`src/rtl/ffs_sub255.sv`:
```
// ---------------------------------------------------------------------------
// ffs_sub255 : modular subtraction out = (a - b) mod p, p = 2^255 - 19.
//
// The 255-bit operands are processed as five 51-bit limbs, least significant
// first, one limb per clock. A SUB pass computes a - b with a registered
// borrow. A FIX pass then adds p limb by limb when that pass ended with a
// borrow, or adds zero otherwise. Both passes always run, so latency does not
// depend on the operand values.
//
// Ports
//   clk    in   1    rising-edge clock
//   rst    in   1    synchronous reset, active low
//   start  in   1    single-cycle request; accepted in IDLE and DONE only
//   a      in   255  minuend, captured on the accepting edge
//   b      in   255  subtrahend, captured on the accepting edge
//   out    out  255  registered result, valid while done = 1
//   done   out  1    registered level flag, out is valid
//
// State | meaning
// ------+--------------------------------------------------------------
// IDLE  | waiting for start after reset
// SUB   | limb-wise a - b - borrow, 5 cycles
// FIX   | limb-wise add of p (or zero) with carry, 5 cycles
// DONE  | publish result, hold out/done until the next accepted start
// ---------------------------------------------------------------------------
module ffs_sub255 (
   input  logic         clk,
   input  logic         rst,
   input  logic         start,
   input  logic [254:0] a,
   input  logic [254:0] b,
   output logic [254:0] out,
   output logic         done
);

   typedef enum logic [1:0] {
      IDLE = 2'd0,
      SUB  = 2'd1,
      FIX  = 2'd2,
      DONE = 2'd3
   } state_t;

   // Limbs of p = 2^255 - 19: the low limb is 2^51 - 19, the rest are all ones.
   localparam logic [50:0] P_LIMB_LO = 51'h7_FFFF_FFFF_FFED;
   localparam logic [50:0] P_LIMB_HI = 51'h7_FFFF_FFFF_FFFF;
   localparam logic [2:0]  LIMB_LAST = 3'd4;

   state_t         state_q, state_d;
   logic [2:0]     cnt_q, cnt_d;
   logic           brw_q, brw_d;
   logic           corr_q, corr_d;
   logic [254:0]   a_q, a_d;
   logic [254:0]   b_q, b_d;
   logic [254:0]   res_q, res_d;
   logic [254:0]   out_q, out_d;
   logic           done_q, done_d;

   logic [51:0]    diff;
   logic [51:0]    sum;
   logic [50:0]    p_limb;

   // Operands and result are shift registers: the current limb is always in
   // bits [50:0], and each new result limb enters at the top, so after five
   // shifts the result sits in its natural position without any limb mux.
   assign diff = {1'b0, a_q[50:0]} - {1'b0, b_q[50:0]} - {51'b0, brw_q};

   always_comb begin
      p_limb = '0;
      if (corr_q) begin
         p_limb = (cnt_q == LIMB_LAST) ? P_LIMB_LO : P_LIMB_HI;
      end
   end

   assign sum = {1'b0, res_q[50:0]} + {1'b0, p_limb} + {51'b0, brw_q};

   always_comb begin
      state_d = state_q;
      cnt_d   = cnt_q;
      brw_d   = brw_q;
      corr_d  = corr_q;
      a_d     = a_q;
      b_d     = b_q;
      res_d   = res_q;
      out_d   = out_q;
      done_d  = done_q;

      case (state_q)
         IDLE, DONE: begin
            // First cycle in DONE publishes the finished result.
            if (state_q == DONE && !done_q) begin
               done_d = 1'b1;
               out_d  = res_q;
            end
            if (start) begin
               state_d = SUB;
               cnt_d   = LIMB_LAST;
               brw_d   = 1'b0;
               corr_d  = 1'b0;
               a_d     = a;
               b_d     = b;
               done_d  = 1'b0;
               out_d   = out_q;
            end
         end

         SUB: begin
            a_d   = {51'b0, a_q[254:51]};
            b_d   = {51'b0, b_q[254:51]};
            res_d = {diff[50:0], res_q[254:51]};
            brw_d = diff[51];
            if (cnt_q == 3'd0) begin
               // Final borrow decides whether p is added back; the same
               // register then serves as the FIX carry, starting from zero.
               state_d = FIX;
               cnt_d   = LIMB_LAST;
               corr_d  = diff[51];
               brw_d   = 1'b0;
            end else begin
               cnt_d = cnt_q - 3'd1;
            end
         end

         FIX: begin
            res_d = {sum[50:0], res_q[254:51]};
            brw_d = sum[51];
            if (cnt_q == 3'd0) begin
               // Carry out of the top limb is dropped: arithmetic mod 2^255.
               state_d = DONE;
               brw_d   = 1'b0;
            end else begin
               cnt_d = cnt_q - 3'd1;
            end
         end

         default: begin
            state_d = IDLE;
         end
      endcase
   end

   always_ff @(posedge clk) begin
      if (!rst) begin
         state_q <= IDLE;
         cnt_q   <= '0;
         brw_q   <= 1'b0;
         corr_q  <= 1'b0;
         a_q     <= '0;
         b_q     <= '0;
         res_q   <= '0;
         out_q   <= '0;
         done_q  <= 1'b0;
      end else begin
         state_q <= state_d;
         cnt_q   <= cnt_d;
         brw_q   <= brw_d;
         corr_q  <= corr_d;
         a_q     <= a_d;
         b_q     <= b_d;
         res_q   <= res_d;
         out_q   <= out_d;
         done_q  <= done_d;
      end
   end

   assign out  = out_q;
   assign done = done_q;

endmodule

```
`config.mk`:
```
export PLATFORM = sky130hd
export DESIGN_NAME = ffs_sub255
export DESIGN_NICKNAME = d
export VERILOG_FILES = /design/src/rtl/ffs_sub255.sv
export SDC_FILE = /design/constraint.sdc
export NUM_CORES = 2
export LEC_CHECK = 0
export ABC_AREA = 1
export ABC_CLOCK_PERIOD_IN_PS = 3950
export CAP_MARGIN = 20
export CORE_ASPECT_RATIO = 0.5
export CORE_UTILIZATION = 54
export DETAILED_ROUTE_END_ITERATION = 8
export GPL_ROUTABILITY_DRIVEN = 0
export PLACE_DENSITY = 0.8
export SLEW_MARGIN = 30
export SYNTH_ARGS = -nofsm -noshare
export SYNTH_HDL_FRONTEND = slang
export SYNTH_SLANG_ARGS = --single-unit
```
`constraint.sdc`:
```
create_clock -name clk -period 3.95 [get_ports clk]
set_clock_uncertainty 0.05 [all_clocks]
set_input_delay 0.79 -clock clk [delete_from_list [all_inputs] [get_ports clk]]
set_output_delay 0.79 -clock clk [all_outputs]
set_load 0.02 [all_outputs]
```
==> summary.txt <==
Run status
  • Status: finished, violations left
  • Violated checks: design-rule violations

STA
  • Final worst-path cycle share: between 80 and 90%
  • Period minus WS final: 3.24 ns
  • Relative slew slack: 34.3%
  • Total negative slack: 0 ns
  • Least-Margin Pin Slew: a little under 1 ns
  • Final Hold Vio Count: 0
  • Final Slew Violations: 0
  • RSZ-0062 raised after global routing: no
  • Final hold slack: 0.411 ns
  • Achievable clock frequency: 308 MHz
  • Final worst slack: around 0.71 ns
  • Final setup fails: 0

Synth
  • Sequential area share after synthesis: 43.1%
  • Largest cells by area after synthesis: dfxtp_1 43%, nand2_1 11%, o21ai_0 11%
  • Syn Nets: 7564
  • Mapped Cells: 6893
  • Primary FF master, synth: dfxtp_1
  • Top cell type's share of synthesized area: between 40% and 50%
  • Area leader, netlist: dfxtp_1
  • Post-synth EDFFs: 0
  • Syn avg cell area: 6.92 sq um
  • Post-synthesis cell area: 47700 sq um
  • Synth warn: 0
  • Asr flop ratio synth: 0%
  • Synthesis-stage register bit count: 1028
  • Synth unique cells: between 40 and 50

Power and ir drop
  • Max VDD drop: 955 uV
  • Leak: 23.9 nW
  • Power density over cell area: just over 800 nW/um^2

CTS
  • Total setup buffers inserted after CTS: 0
  • Worst-case clock buffer depth: 3
  • Htree depth: 3
  • Hold Buf Count CTS: 0
  • CTS clk-pin slew, worst paths: 0.08 ns
  • CTS Sinks: 1028
  • Skew-Pair Late Insertion Delay: 0.72 ns
  • Num CTS Buffers: 88
  • Clock root cell: clkbuf_16
  • Number of gates resized after CTS: 0
  • CTS tree: done

Cells and area
  • P&R area growth vs syn: 24.0%
  • Nets@finish: between 8000 and 9000
  • Share of cells above drive strength 1: under 10%
  • Final Non-Filler Cells: 8650
  • Final Core Density: 68.2%

Drt
  • Vias: around 50000
  • DR pass1 iterations: 9
  • Remaining DRCs: 2
  • Antenna viol nets, final: 0
  • DR vias/cell: 5.73
  • Total wire length: 172000 um
  • WL/cell: ~20 um
  • Initial drt markers: 6619

Global route
  • Initial antenna violation count: 44
  • Overall routing resource usage: 36.7%
  • Number of global-route vias before repair: 43700
  • First-pass GRT wire length: 256000 um
  • Largest net degree at the start of global routing: 211
  • Total global routing overflow: 0

Critical path
  • Worst reg-to-reg path cell count: 20
  • CP Max Fanout: 5
  • Worst setup EP type: flip-flop
  • Critical Path Source Type: flip-flop
  • Crit Path Class: flip-flop to flip-flop
  • Worst EP required: between 4 and 5 ns
  • Arrival time worst endpoint: 3.82 ns

Hold path
  • Hold Path Depth: 2
  • HP Class: flip-flop to flip-flop

Floorplan
  • # IOs: 769
  • Starting Density: 55.0%
  • Core Area: roughly 87000 sq um
  • Chip Height: 212 um
  • Row count: 76
  • Die Area: 89600 sq um
  • Chip width: 422 um

Placement
  • # placed instances: between 8000 and 9000
  • Place WS: approximately 0.7 ns
  • Port Buffers: 768
  • Post-DP HPWL: 126000 um

Run
  • Max-Cap Viols: 0
==> cells in the mapped netlist (all sizes together) (3+ instances only) <==
| cell type | number |
|---|---|
| o21a | 5 |
| or2 | 4 |
| nor3 | 20 |
| fa | 3 |
| clkbuf | 377 |
| nand4 | 23 |
| xor2 | 11 |
| nand3b | 8 |
| buf | 74 |
| ha | 155 |
| o21bai | 16 |
| a21oi | 323 |
| a21boi | 3 |
| and2 | 5 |
| nor4 | 3 |
| o21ai | 1040 |
| dfxtp | 1028 |
| a21o | 9 |
| nand3 | 240 |
| nor2 | 1206 |
| inv | 459 |
| nand2 | 1453 |
| a31oi | 417 |
==> placed cells by master (no fill, tap or decap), types with 22 or more instances in the layout <==
| cell type | synthesis | routed |
|---|---|---|
| nand2_1 | 1425 | 1424 |
| nor2_1 | 1205 | 1205 |
| o21ai_0 | 1032 | 1032 |
| dfxtp_1 | 1028 | 1027 |
| clkdlybuf4s50_1 | 0 | 767 |
| inv_1 | 450 | 450 |
| a31oi_1 | 417 | 417 |
| a21oi_1 | 320 | 319 |
| nand3_1 | 229 | 229 |
| ha_1 | 155 | 153 |
| clkbuf_16 | 0 | 88 |
| diode_2 | 0 | 45 |
| buf_12 | 0 | 34 |
| buf_4 | 0 | 27 |
| nand4_1 | 23 | 23 |
| clkbuf_1 | 377 | 22 |
==> per-stage QoR <==
stage	instance area [sq um]	total power [W]
2_1_floorplan	47700	0.0314
3_3_place_gp	56100	0.0388
3_5_place_dp	56100	0.0391
4_1_cts	59100	0.0483
5_1_grt	59200	0.0523
6_report	59200	0.0492
==> final cells by class <==
type | instances | area [sq um]
fill | 7482 | 27600
multi-input combinational | 4954 | 23700
sequential | 1028 | 20600
timing repair buffer | 830 | 8590
clock buffer | 128 | 2530
inverter | 460 | 1760
tap | 1170 | 1460
clock inverter | 35 | 450
antenna | 45 | 113
==> state kept, by name (all words and copies together) (netlist names) <==
| name | count |
|---|---|
| done | 1 |
| brw_q | 1 |
| a_q | 255 |
| b_q | 255 |
| cnt_q | 3 |
| res_q | 255 |
| corr_q | 1 |
| out | 255 |
| state_q | 2 |
==> logic make-up (layout without fill, tap and decap cells) <==
group / Yosys count / count (layout) / synth area share, %
other cells: 0 / 45 / 0
compound gates: 1819 / 1819 / 20.5
flops: 1028 / 1028 / 43.1
fa+ha+maj: 158 / 158 / 4.19
xor+xnor: 13 / 13 / 0.239
simple gates: 2964 / 2964 / 24.6
buf+inv: 911 / 1453 / 7.34
==> metal layers <==
| metal | vias up | share of wire (%) | track usage (%) |
|---|---|---|---|
| met5 | - | 0.0064 | 0 |
| met4 | 2 | 5.7 | 21.3 |
| met3 | 466 | 9.3 | 5.40 |
| met2 | 2566 | 45 | 56.5 |
| met1 | 22800 | 40 | 49.2 |
| li1 | 23800 | - | - |
==> final timing paths <==
path	start	to	slack (ns)
worst max-delay path	brw_q$_SDFFE_PN0P_	res_q[236]$_SDFFE_PN0P_	0.71
worst min-delay path	b_q[241]$_SDFFE_PN0P_	b_q[241]$_SDFFE_PN0P_	0.41
worst max register to register	brw_q$_SDFFE_PN0P_	res_q[236]$_SDFFE_PN0P_	0.71
worst min register to register	b_q[241]$_SDFFE_PN0P_	b_q[241]$_SDFFE_PN0P_	0.41
==> power breakdown <==
group	internal, W	switching, W
Combinational	0.00783	0.0166
Clock	0.00492	0.00422
Sequential	0.0133	0.00228
==> critical path, cell delays in order (launching register included) <==
cell     delay [ns]
dfxtp_1        0.33
inv_1          0.08
fa_1           0.57
inv_1          0.05
ha_1           0.16
inv_1          0.05
nand2_1        0.12
fa_1           0.48
nor2_1         0.19
o21ai_2        0.10
nand2_1        0.07
nand2_1        0.10
nand3_1        0.09
nand2_1        0.14
nand2_1        0.10
nand2_1        0.06
xor2_1         0.14
nand2_1        0.07
nand3_1        0.08
nand2_1        0.10
inv_1          0.04
No activity file was read; power rests on OpenSTA's default activity.
